===== src/rtl/bitstream_frame_pkg.sv =====
// Shared types and constants for the receive-side bitstream frame controller.
package bitstream_frame_pkg;

    typedef enum logic [1:0] {
        HUNT    = 2'd0,
        LEN     = 2'd1,
        PAYLOAD = 2'd2,
        CHECK   = 2'd3
    } state_t;

    localparam logic [1:0] ERR_NONE = 2'd0;
    localparam logic [1:0] ERR_LEN  = 2'd1;
    localparam logic [1:0] ERR_CSUM = 2'd2;
    localparam logic [1:0] ERR_TMO  = 2'd3;

endpackage


===== src/rtl/bitstream_frame_ctrl_sync_hunter.sv =====
// Sliding-window sync detector on the raw LSB-first bit stream.
module sync_hunter
    import bitstream_frame_pkg::*;
#(
    parameter int                BYTE_W    = 8,
    parameter logic [BYTE_W-1:0] SYNC_WORD = 8'hA5
) (
    input  logic i_clk,
    input  logic i_rst,
    input  logic i_clr,
    input  logic i_bit_in,
    input  logic i_bit_valid,
    output logic o_match
);

    localparam int FW = $clog2(BYTE_W + 1);

    logic [BYTE_W-1:0] r_sr;
    logic [FW-1:0]     r_fill;
    logic [BYTE_W-1:0] w_sr_next;

    assign w_sr_next = {i_bit_in, r_sr[BYTE_W-1:1]};
    assign o_match   = i_bit_valid && (r_fill >= FW'(BYTE_W - 1)) && (w_sr_next == SYNC_WORD);

    // A match also restarts the window so no bits of the sync word are reused.
    always_ff @(posedge i_clk or posedge i_rst) begin
        if (i_rst) begin
            r_sr   <= '0;
            r_fill <= '0;
        end else if (i_clr || o_match) begin
            r_sr   <= '0;
            r_fill <= '0;
        end else if (i_bit_valid) begin
            r_sr <= w_sr_next;
            if (r_fill != FW'(BYTE_W))
                r_fill <= r_fill + 1'b1;
        end
    end

endmodule


===== src/rtl/bitstream_frame_ctrl.sv =====
// Frame sequencer: hunts for sync, then parses LEN / payload / XOR checksum bytes.
module bitstream_frame_ctrl
    import bitstream_frame_pkg::*;
#(
    parameter int                BYTE_W    = 8,
    parameter logic [BYTE_W-1:0] SYNC_WORD = 8'hA5,
    parameter int                MAX_LEN   = 64,
    parameter int                TIMEOUT   = 255
) (
    input  logic              i_clk,
    input  logic              i_rst,
    input  logic              i_enable,
    input  logic              i_bit_in,
    input  logic              i_bit_valid,
    input  logic [BYTE_W-1:0] i_byte_in,
    input  logic              i_byte_valid,
    output logic              o_deser_rst,
    output logic [BYTE_W-1:0] o_pay_data,
    output logic              o_pay_valid,
    output logic              o_pay_sof,
    output logic              o_pay_eof,
    output logic              o_frame_ok,
    output logic              o_frame_err,
    output logic [1:0]        o_err_code,
    output logic              o_in_frame
);

    localparam int IW = $clog2(TIMEOUT + 1);

    state_t            r_state;
    logic [BYTE_W-1:0] r_len;
    logic [BYTE_W-1:0] r_cnt;
    logic [BYTE_W-1:0] r_acc;
    logic [IW-1:0]     r_idle;
    logic              r_deser_rst;
    logic [BYTE_W-1:0] r_pay_data;
    logic              r_pay_valid;
    logic              r_pay_sof;
    logic              r_pay_eof;
    logic              r_frame_ok;
    logic              r_frame_err;
    logic [1:0]        r_err_code;
    logic              r_in_frame;

    logic w_match;
    logic w_hunt_clr;
    logic w_len_bad;
    logic w_last;
    logic w_timeout;
    logic w_to_hunt;

    // The hunter only runs while actually hunting, so it always restarts empty.
    assign w_hunt_clr = !i_enable || (r_state != HUNT);

    sync_hunter #(
        .BYTE_W    (BYTE_W),
        .SYNC_WORD (SYNC_WORD)
    ) u_hunter (
        .i_clk       (i_clk),
        .i_rst       (i_rst),
        .i_clr       (w_hunt_clr),
        .i_bit_in    (i_bit_in),
        .i_bit_valid (i_bit_valid),
        .o_match     (w_match)
    );

    assign w_len_bad = (i_byte_in == '0) || (i_byte_in > BYTE_W'(MAX_LEN));
    assign w_last    = (r_cnt == r_len - 1'b1);
    assign w_timeout = !i_bit_valid && (r_idle == IW'(TIMEOUT - 1));

    // A byte arriving in the same cycle as the timeout takes precedence.
    assign w_to_hunt = !i_enable ||
                       ((r_state != HUNT) &&
                        (i_byte_valid ? ((r_state == CHECK) || ((r_state == LEN) && w_len_bad))
                                      : w_timeout));

    always_ff @(posedge i_clk or posedge i_rst) begin
        if (i_rst) begin
            r_state     <= HUNT;
            r_len       <= '0;
            r_cnt       <= '0;
            r_acc       <= '0;
            r_idle      <= '0;
            r_deser_rst <= 1'b1;
            r_pay_data  <= '0;
            r_pay_valid <= 1'b0;
            r_pay_sof   <= 1'b0;
            r_pay_eof   <= 1'b0;
            r_frame_ok  <= 1'b0;
            r_frame_err <= 1'b0;
            r_err_code  <= ERR_NONE;
            r_in_frame  <= 1'b0;
        end else begin
            r_pay_valid <= 1'b0;
            r_pay_sof   <= 1'b0;
            r_pay_eof   <= 1'b0;
            r_frame_ok  <= 1'b0;
            r_frame_err <= 1'b0;
            r_err_code  <= ERR_NONE;

            if (i_enable) begin
                if (r_state == HUNT) begin
                    if (w_match) begin
                        r_state     <= LEN;
                        r_deser_rst <= 1'b0;
                        r_in_frame  <= 1'b1;
                    end
                end else begin
                    r_idle <= i_bit_valid ? '0 : r_idle + 1'b1;
                    if (i_byte_valid) begin
                        case (r_state)
                            LEN: begin
                                r_len <= i_byte_in;
                                r_acc <= i_byte_in;
                                r_cnt <= '0;
                                if (w_len_bad) begin
                                    r_frame_err <= 1'b1;
                                    r_err_code  <= ERR_LEN;
                                end else begin
                                    r_state <= PAYLOAD;
                                end
                            end
                            PAYLOAD: begin
                                r_pay_data  <= i_byte_in;
                                r_pay_valid <= 1'b1;
                                r_pay_sof   <= (r_cnt == '0);
                                r_pay_eof   <= w_last;
                                r_acc       <= r_acc ^ i_byte_in;
                                r_cnt       <= r_cnt + 1'b1;
                                if (w_last)
                                    r_state <= CHECK;
                            end
                            CHECK: begin
                                if (i_byte_in == r_acc) begin
                                    r_frame_ok <= 1'b1;
                                end else begin
                                    r_frame_err <= 1'b1;
                                    r_err_code  <= ERR_CSUM;
                                end
                            end
                            default: ;
                        endcase
                    end else if (w_timeout) begin
                        r_frame_err <= 1'b1;
                        r_err_code  <= ERR_TMO;
                    end
                end
            end

            // Returning to HUNT overrides whatever the state logic above chose.
            if (w_to_hunt) begin
                r_state     <= HUNT;
                r_deser_rst <= 1'b1;
                r_in_frame  <= 1'b0;
                r_cnt       <= '0;
                r_acc       <= '0;
                r_idle      <= '0;
            end
        end
    end

    assign o_deser_rst = r_deser_rst;
    assign o_pay_data  = r_pay_data;
    assign o_pay_valid = r_pay_valid;
    assign o_pay_sof   = r_pay_sof;
    assign o_pay_eof   = r_pay_eof;
    assign o_frame_ok  = r_frame_ok;
    assign o_frame_err = r_frame_err;
    assign o_err_code  = r_err_code;
    assign o_in_frame  = r_in_frame;

endmodule

===== config.mk =====
export PLATFORM = sky130hd
export DESIGN_NAME = bitstream_frame_ctrl
export DESIGN_NICKNAME = d
export VERILOG_FILES = /design/src/rtl/bitstream_frame_pkg.sv /design/src/rtl/bitstream_frame_ctrl_sync_hunter.sv /design/src/rtl/bitstream_frame_ctrl.sv
export SDC_FILE = /design/constraint.sdc
export NUM_CORES = 1
export LEC_CHECK = 0
export BUFFER_PORTS_ARGS = -buffer_cell sky130_fd_sc_hd__buf_2
export CELL_PAD_IN_SITES_DETAIL_PLACEMENT = 0
export CELL_PAD_IN_SITES_GLOBAL_PLACEMENT = 1
export CORE_ASPECT_RATIO = 1.25
export CORE_MARGIN = 2
export CORE_UTILIZATION = 40
export CTS_BUF_LIST = sky130_fd_sc_hd__clkbuf_4 sky130_fd_sc_hd__clkbuf_8
export CTS_CLUSTER_DIAMETER = 200
export CTS_CLUSTER_SIZE = 16
export DETAILED_ROUTE_END_ITERATION = 12
export GPL_ROUTABILITY_DRIVEN = 0
export PLACE_DENSITY = 0.71
export SYNTH_ARGS = -nofsm -noshare
export SYNTH_HDL_FRONTEND = slang
export SYNTH_SLANG_ARGS = --single-unit

===== constraint.sdc =====
create_clock -name i_clk -period 2.35 [get_ports i_clk]
set_clock_uncertainty 0.2 [all_clocks]
set_input_delay 0.235 -clock i_clk [delete_from_list [all_inputs] [get_ports i_clk]]
set_output_delay 0.235 -clock i_clk [all_outputs]
set_load 0.05 [all_outputs]

=== Word-level counts from Yosys, hierarchy flattened ===
Index checks and enable logic that the tools add are counted.

* $add $sub $neg: 4
* Multiply operators: 0
* Div/mod/pow operators: 0
* Magnitude comparators: 2
* Equality and inequality tests: 12
* Shift operators: 0
* Mux-type cells: 67
* Bitwise operators: 2
* Reduce and logical (&&, ||, !) cells: 32

{| class="wikitable"
|+ Operators by type and width
! cell !! number
|-
| $mux W8 || 14
|-
| $mux W1 || 33
|-
| $pmux W8 S2 || 2
|-
| $mux W2 || 12
|-
| $add A8 B1 Y8 const B || 2
|-
| $eq A8 B8 Y1 || 2
|-
| $eq A8 B8 Y1 const B || 2
|-
| $logic_not A8 Y1 || 2
|-
| $reduce_bool A2 Y1 || 7
|-
| $mux W4 || 3
|-
| $reduce_and A4 Y1 || 3
|-
| $gt A8 B7 Y1 const B || 1
|-
| $ne A4 B4 Y1 const B || 2
|-
| $pmux W2 S2 || 2
|-
| $sub A8 B1 Y8 const B || 1
|-
| $xor A8 B8 Y8 || 1
|-
| $reduce_and A6 Y1 || 1
|-
| $reduce_bool A3 Y1 || 2
|-
| $logic_and A1 B1 Y1 || 5
|-
| $logic_or A1 B1 Y1 || 5
|-
| $add A4 B1 Y4 const B || 1
|-
| $eq A2 B2 Y1 const B || 2
|-
| $ge A4 B3 Y1 const B || 1
|-
| $ne A4 B3 Y1 const B || 1
|-
| other kinds (10) || 12
|}

* Flip-flop bits (word level): 63
* Latch bits: 0
* RAM bits: 0
* ROM bits: 0
* Input bits: 14
* Output and inout port bits: 17
* Logic and storage cells: 135
* Memories kept: 0

=== Longest topological paths before layout ===
* Depth after elaboration: 9
* Gate-level depth with buffers: 8
* Mapped depth without buffers: 8

=== By module ===
Synthesis repeated with hierarchy kept, for this count alone.

* Cells, all modules: 332
* Area total of the unflattened synthesis: 3321.9 µm²

{| class="wikitable"
|+ Modules (own cells, without submodules)
! module !! instances !! cells each !! area each (µm²) !! sequential area each (µm²)
|-
| bitstream_frame_ctrl || 1 || 278 || 2752.6 || 1277.5
|-
| sync_hunter || 1 || 54 || 569.3 || 275.3
|}

=== Least setup slack after synthesis ===
No wires, ideal clock.

* Path kind: flip-flop to flip-flop
* Start point: register r_len[0]
* End point: register r_state[0]
* Setup time: 0.065 ns
* Arrival time: 1.711 ns
* Data required time: 2.085 ns
* Path slack: 0.374 ns
* Cell stages (with the launch flop): 8
* Buffers on the path: 0
* Period minus slack after synthesis: 1.976 ns
* Cells stage by stage: dfrtp_1 -> inv_1 -> ha_1 -> nor4b_1 -> a31o_2 -> a211oi_1 -> a2111oi_2 -> o22a_1

* Longest elaborated chain between the ends: 4

{| class="wikitable"
|+ Ends and longest elaborated chain
! element !! RTL line !! source
|-
| start, declared || bitstream_frame_ctrl.sv:31 || <nowiki>logic [BYTE_W-1:0] r_len;</nowiki>
|-
| start signal, assigned || bitstream_frame_ctrl.sv:113 || <nowiki>r_len <= i_byte_in;</nowiki>
|-
| $sub A8 B1 Y8 || bitstream_frame_ctrl.sv:68 || <nowiki>assign w_last = (r_cnt == r_len - 1'b1);</nowiki>
|-
| $eq A8 B8 Y1 || bitstream_frame_ctrl.sv:68 ||
|-
| $ne A4 B4 Y1 (no source line) || - ||
|-
| $reduce_and A6 Y1 (no source line) || - ||
|-
| end signal, assigned || bitstream_frame_ctrl.sv:79 || <nowiki>r_state <= HUNT;</nowiki>
|-
| end signal, assigned || bitstream_frame_ctrl.sv:104 || <nowiki>r_state <= LEN;</nowiki>
|-
| end signal, assigned || bitstream_frame_ctrl.sv:120 || <nowiki>r_state <= PAYLOAD;</nowiki>
|-
| end, declared || bitstream_frame_ctrl.sv:30 || <nowiki>state_t r_state;</nowiki>
|}

No other way between the ends.
A chain may end at the register's enable or synchronous reset.

=== Worst setup path after layout ===
* Start point: input i_byte_in[4]
* End point: register r_idle[3]

* Longest elaborated chain between the ends: 9
* Elaborated cells on any way between the ends: 12
* Those cells by class: order compare: 1; eq/ne: 1; mux: 2; reduce/logical: 8

{| class="wikitable"
|+ Ends and longest elaborated chain
! element !! RTL line !! source
|-
| start, declared || bitstream_frame_ctrl.sv:15 || <nowiki>input logic [BYTE_W-1:0] i_byte_in,</nowiki>
|-
| $gt A8 B7 Y1 or $logic_not A8 Y1 (tied branches) || bitstream_frame_ctrl.sv:67 || <nowiki>assign w_len_bad = (i_byte_in == '0) || (i_byte_in > BYTE_W'(MAX_LEN));</nowiki>
|-
| $logic_or A1 B1 Y1 * || bitstream_frame_ctrl.sv:67 ||
|-
| $logic_and A1 B1 Y1 * || bitstream_frame_ctrl.sv:74 || <nowiki>(i_byte_valid ? ((r_state == CHECK) || ((r_state == LEN) && w_len_bad))</nowiki>
|-
| $logic_or A1 B1 Y1 * || bitstream_frame_ctrl.sv:74 ||
|-
| $mux W1 * || bitstream_frame_ctrl.sv:74 ||
|-
| $logic_and A1 B1 Y1 * || bitstream_frame_ctrl.sv:73 || <nowiki>((r_state != HUNT) &&</nowiki>
|-
| $logic_or A1 B1 Y1 * || bitstream_frame_ctrl.sv:72 || <nowiki>assign w_to_hunt = !i_enable ||</nowiki>
|-
| $ne A2 B2 Y1 (no source line) or $reduce_bool A2 Y1 (tied branches) || - ||
|-
| $reduce_and A2 Y1 (no source line) || - ||
|-
| end signal, assigned || bitstream_frame_ctrl.sv:109 || <nowiki>r_idle <= i_bit_valid ? '0 : r_idle + 1'b1;</nowiki>
|-
| end, declared || bitstream_frame_ctrl.sv:34 || <nowiki>logic [IW-1:0] r_idle;</nowiki>
|}

Mark *: on every way between the ends. The rest lies on a longest branch, timed or not.

==> metrics.md <==
| Metric | Value |
|---|---|
| Status | complete, no violations |
| R2R Setup Slk | 210 ps |
| WL/cell | 16.0 um |
| RR Startpoint | r_len[0] |
| Die W | 84.5 um |
| Root Buffer | clkbuf_8 |
| P per Cell Area | 721 nW/um^2 |
| Busiest grt layer | met2 |
| GRT Util Overall | 0.190 |
| Final worst path period share | 0.930 |
| Yosys cell types | between 40 and 50 |
| CP peak stage delay | 530 ps |
| Avg Inst Size Synth | 9.40 um^2 |
| Rows | 36 |
| Family with the most delay on the worst path | buffers and inverters |
| CTS Buf Count | 9 |
| Residual DRC | 0 |
| Via Count | 2645 |
| Ports | 31 |
| Worst path depth | 9 |
| GR Util met1 | 0.238 |
| Drt total wl | around 8 mm |
| R2R depth | 7 |
| Synthesized flop and latch total | 62 |
| Critical path endpoint | r_idle[3] |
| Drt first pass iters | 5 |
| R2R Path End | r_state[0] |
| Met3 global-route usage | 0.0387 |
| Peak supply drop | 0.360 mV |
| CTS Buffer Depth | 2 |
| Dpl hpwl | 5.64 mm |
| Max Fclk | 458 MHz |
| H-Tree Depth | 3 |
| Syn-to-layout area delta | 18.6% |
| Initial core utilization | 0.414 |
| Required @ worst endpoint | 2390 ps |
| Initial antenna violation count | 0 |
| Clock insertion delay at the later pin of the skew report | 350 ps |
| Share of cells above drive strength 1 | 0.202 |
| Placed cells | ~480 |
| WP data arrival | 2220 ps |
| Post-synth EDFFs | 0 |
| Initial DRC count | 118 |
| Overflow after GRT | 0 |
| Area of the mapped netlist | 3240 um^2 |
| Synthesized net count | 366 |
| Leak Pwr | between 0.0015 and 0.002 uW |
| Largest net degree at the start of global routing | 26 |
| Diodes inserted | 0 |
| Hold WC Path Type | input pin to flip-flop |
| RSZ-0062 raised after global routing | no |
| I/O Buffers | 30 |
| Vias in the first global route | about 2700 |
| Final setup TNS | 0 ps |
| Critical Path Start | i_byte_in[4] |
| Post-synthesis sequential area ratio | 0.479 |
| First-pass GRT wire length | 13.3 mm |
| Nets@finish | 417 |
| Startpoint Class | input pin |
| Final ANT Viol Nets | 0 |
| CP max FO | 10 |
| Clock slew at reported path FFs | 80 ps |
| Final hold vios | 0 |
| Slew @ Worst Pin | 588 ps |
| CP Class | input pin to flip-flop |
| CP dominant cell by count | nor3_1 |
| Slowest cell on the critical path | dlygate4sd3_1 |
| Post-Synthesis Cells | 345 |
| TritonCTS clock tree | built |
| Crit path cell chain | dlygate4sd3_1, buf_2, nor2_1, a21boi_0, nor3_1, o311ai_2, buf_4, nor3_1, a211o_1 |
| Core Region | slightly below 8000 um^2 |
| CTS Sinks | 62 |
| Slew headroom | 0.608 |
| Final setup fails | 0 |
| Met2 usage | 0.317 |
| YS warnings | 0 |
| Die H | 105 um |
| Top FF cell, synth | dfrtp_1 |
| Max-slew violations | 0 |
| CP Buf/Inv Count | 3 |
| Max Cap Violations | 0 |
| Clock period minus worst slack | between 2000 and 2500 ps |
| Fin cells | 496 |
| DIE AREA | about 8800 um^2 |
| Avg Vias per Cell | between 5 and 6 |
| Asr flop ratio synth | 1.00 |
| Crit path capture type | flip-flop |
-- sequential cells by signal (all words and copies together), names as in the netlist, 2 cells and up --
register and flops:
o_err_code 2, o_pay_data 8, r_acc 8, r_cnt 8, r_idle 8, r_len 8, r_state 2, u_hunter.r_fill 4
u_hunter.r_sr 7
-- per-layer routing --
| layer | part of all wire | up-vias |
|---|---|---|
| li1 | - | 1309 |
| met1 | 0.43 | 1270 |
| met2 | 0.51 | 47 |
| met3 | 0.027 | 19 |
| met4 | 0.030 | 0 |
| met5 | 0 | - |
-- placed cells by master (no fill, tap or decap), drive strengths merged, types with 8 or more instances in the layout --
cell type,Yosys,routed
o21ai,33,33
mux2,8,8
xnor2,16,16
dfrtp,61,61
nand2,59,59
a21oi,10,10
mux2i,8,8
clkbuf,8,11
nor2,25,25
nand4,9,9
buf,7,50
nand3,9,9
inv,15,16
-- power breakdown --
| group | internal (uW) | switching, uW | total [uW] |
|---|---|---|---|
| clock network | 423 | 444 | 867 |
| logic | 259 | 392 | 651 |
| registers | 1160 | 96.9 | 1260 |
-- worst min-delay path by stage --
stage / end / start / cells after the start / slack [ps]
after floorplan: o_pay_data[0] / i_byte_in[0] / 2 / 140
after global placement: r_cnt[0] / i_rst / 2 / 130
after global routing: r_acc[2] / i_byte_in[2] / 2 / 30
after detailed placement: r_cnt[0] / i_rst / 2 / 140
after CTS: r_len[2] / i_byte_in[2] / 2 / 7
final: r_len[2] / i_byte_in[2] / 2 / 20
-- logic make-up (layout without fill, tap and decap cells) --
group,count (synthesis),in the layout,share of synthesized area
multiplexers,16,16,0.0525
adder cells (fa/ha/maj),7,7,0.0270
XOR/XNOR,21,21,0.0567
AO/OA/AOI/OAI,67,67,0.133
AND/OR/NAND/NOR,142,142,0.213
buffers and inverters,30,86,0.0394
flip-flops,62,62,0.479
-- Yosys cell counts, types with 2 or more instances --
| cell | instances | area, um^2 |
|---|---|---|
| a21o_1 | 3 | 22.5 |
| a21oi_1 | 10 | 50.1 |
| a31oi_1 | 2 | 12.5 |
| a32o_1 | 6 | 60.1 |
| and2_1 | 2 | 12.5 |
| and3_1 | 7 | 43.8 |
| and3b_1 | 2 | 17.5 |
| buf_1 | 2 | 7.51 |
| buf_2 | 3 | 15.0 |
| clkbuf_1 | 8 | 30.0 |
| dfrtp_1 | 61 | 1530 |
| ha_1 | 7 | 87.6 |
| inv_1 | 15 | 56.3 |
| mux2_2 | 8 | 90.1 |
| mux2i_1 | 8 | 80.1 |
| nand2_1 | 59 | 221 |
| nand2b_1 | 2 | 12.5 |
| nand3_1 | 9 | 45.0 |
| nand3b_1 | 2 | 15.0 |
| nand4_1 | 9 | 56.3 |
| nor2_1 | 25 | 93.8 |
| nor2b_1 | 2 | 12.5 |
| nor3_1 | 7 | 35.0 |
| nor3b_1 | 3 | 22.5 |
| nor4_1 | 3 | 18.8 |
| nor4b_1 | 3 | 26.3 |
| o21a_1 | 2 | 15.0 |
| o21ai_0 | 32 | 160 |
| or3_1 | 4 | 25.0 |
| xnor2_1 | 16 | 140 |
| xor2_1 | 5 | 43.8 |
-- timing repair --
item,4_1_cts,5_1_grt
buffers inserted,0,0
hold buffers,5,0
pin swaps,0,1
gates cloned,0,0
endpoints found under the setup margin,1,1
hold endpoints to repair,28,0
gates resized for setup,1,1
-- cell type report --
| type | count | area, um^2 |
|---|---|---|
| Clock inverter | 5 | 33.8 |
| Timing Repair Buffer | 55 | 363 |
| Sequential cell | 62 | 1550 |
| Multi-Input combinational cell | 253 | 1580 |
| Clock buffer | 11 | 145 |
| Inverter | 15 | 56.3 |
| Fill cell | 775 | 3990 |
| Tap cell | 95 | 119 |
-- metrics by stage --
step	worst slack (ps)	power, uW	utilization	hold WS, ps	area [um^2]
CTS	78.4	2780	0.490	7.05	3840
finish	165	2770	0.491	17.1	3850
detailed placement	32.4	1900	0.460	138	3600
global placement	107	1880	0.460	130	3600
floorplan	374	1710	-	140	3240
global route	7.84	2930	0.491	27.1	3850
Power figures use the tool's default switching activity.
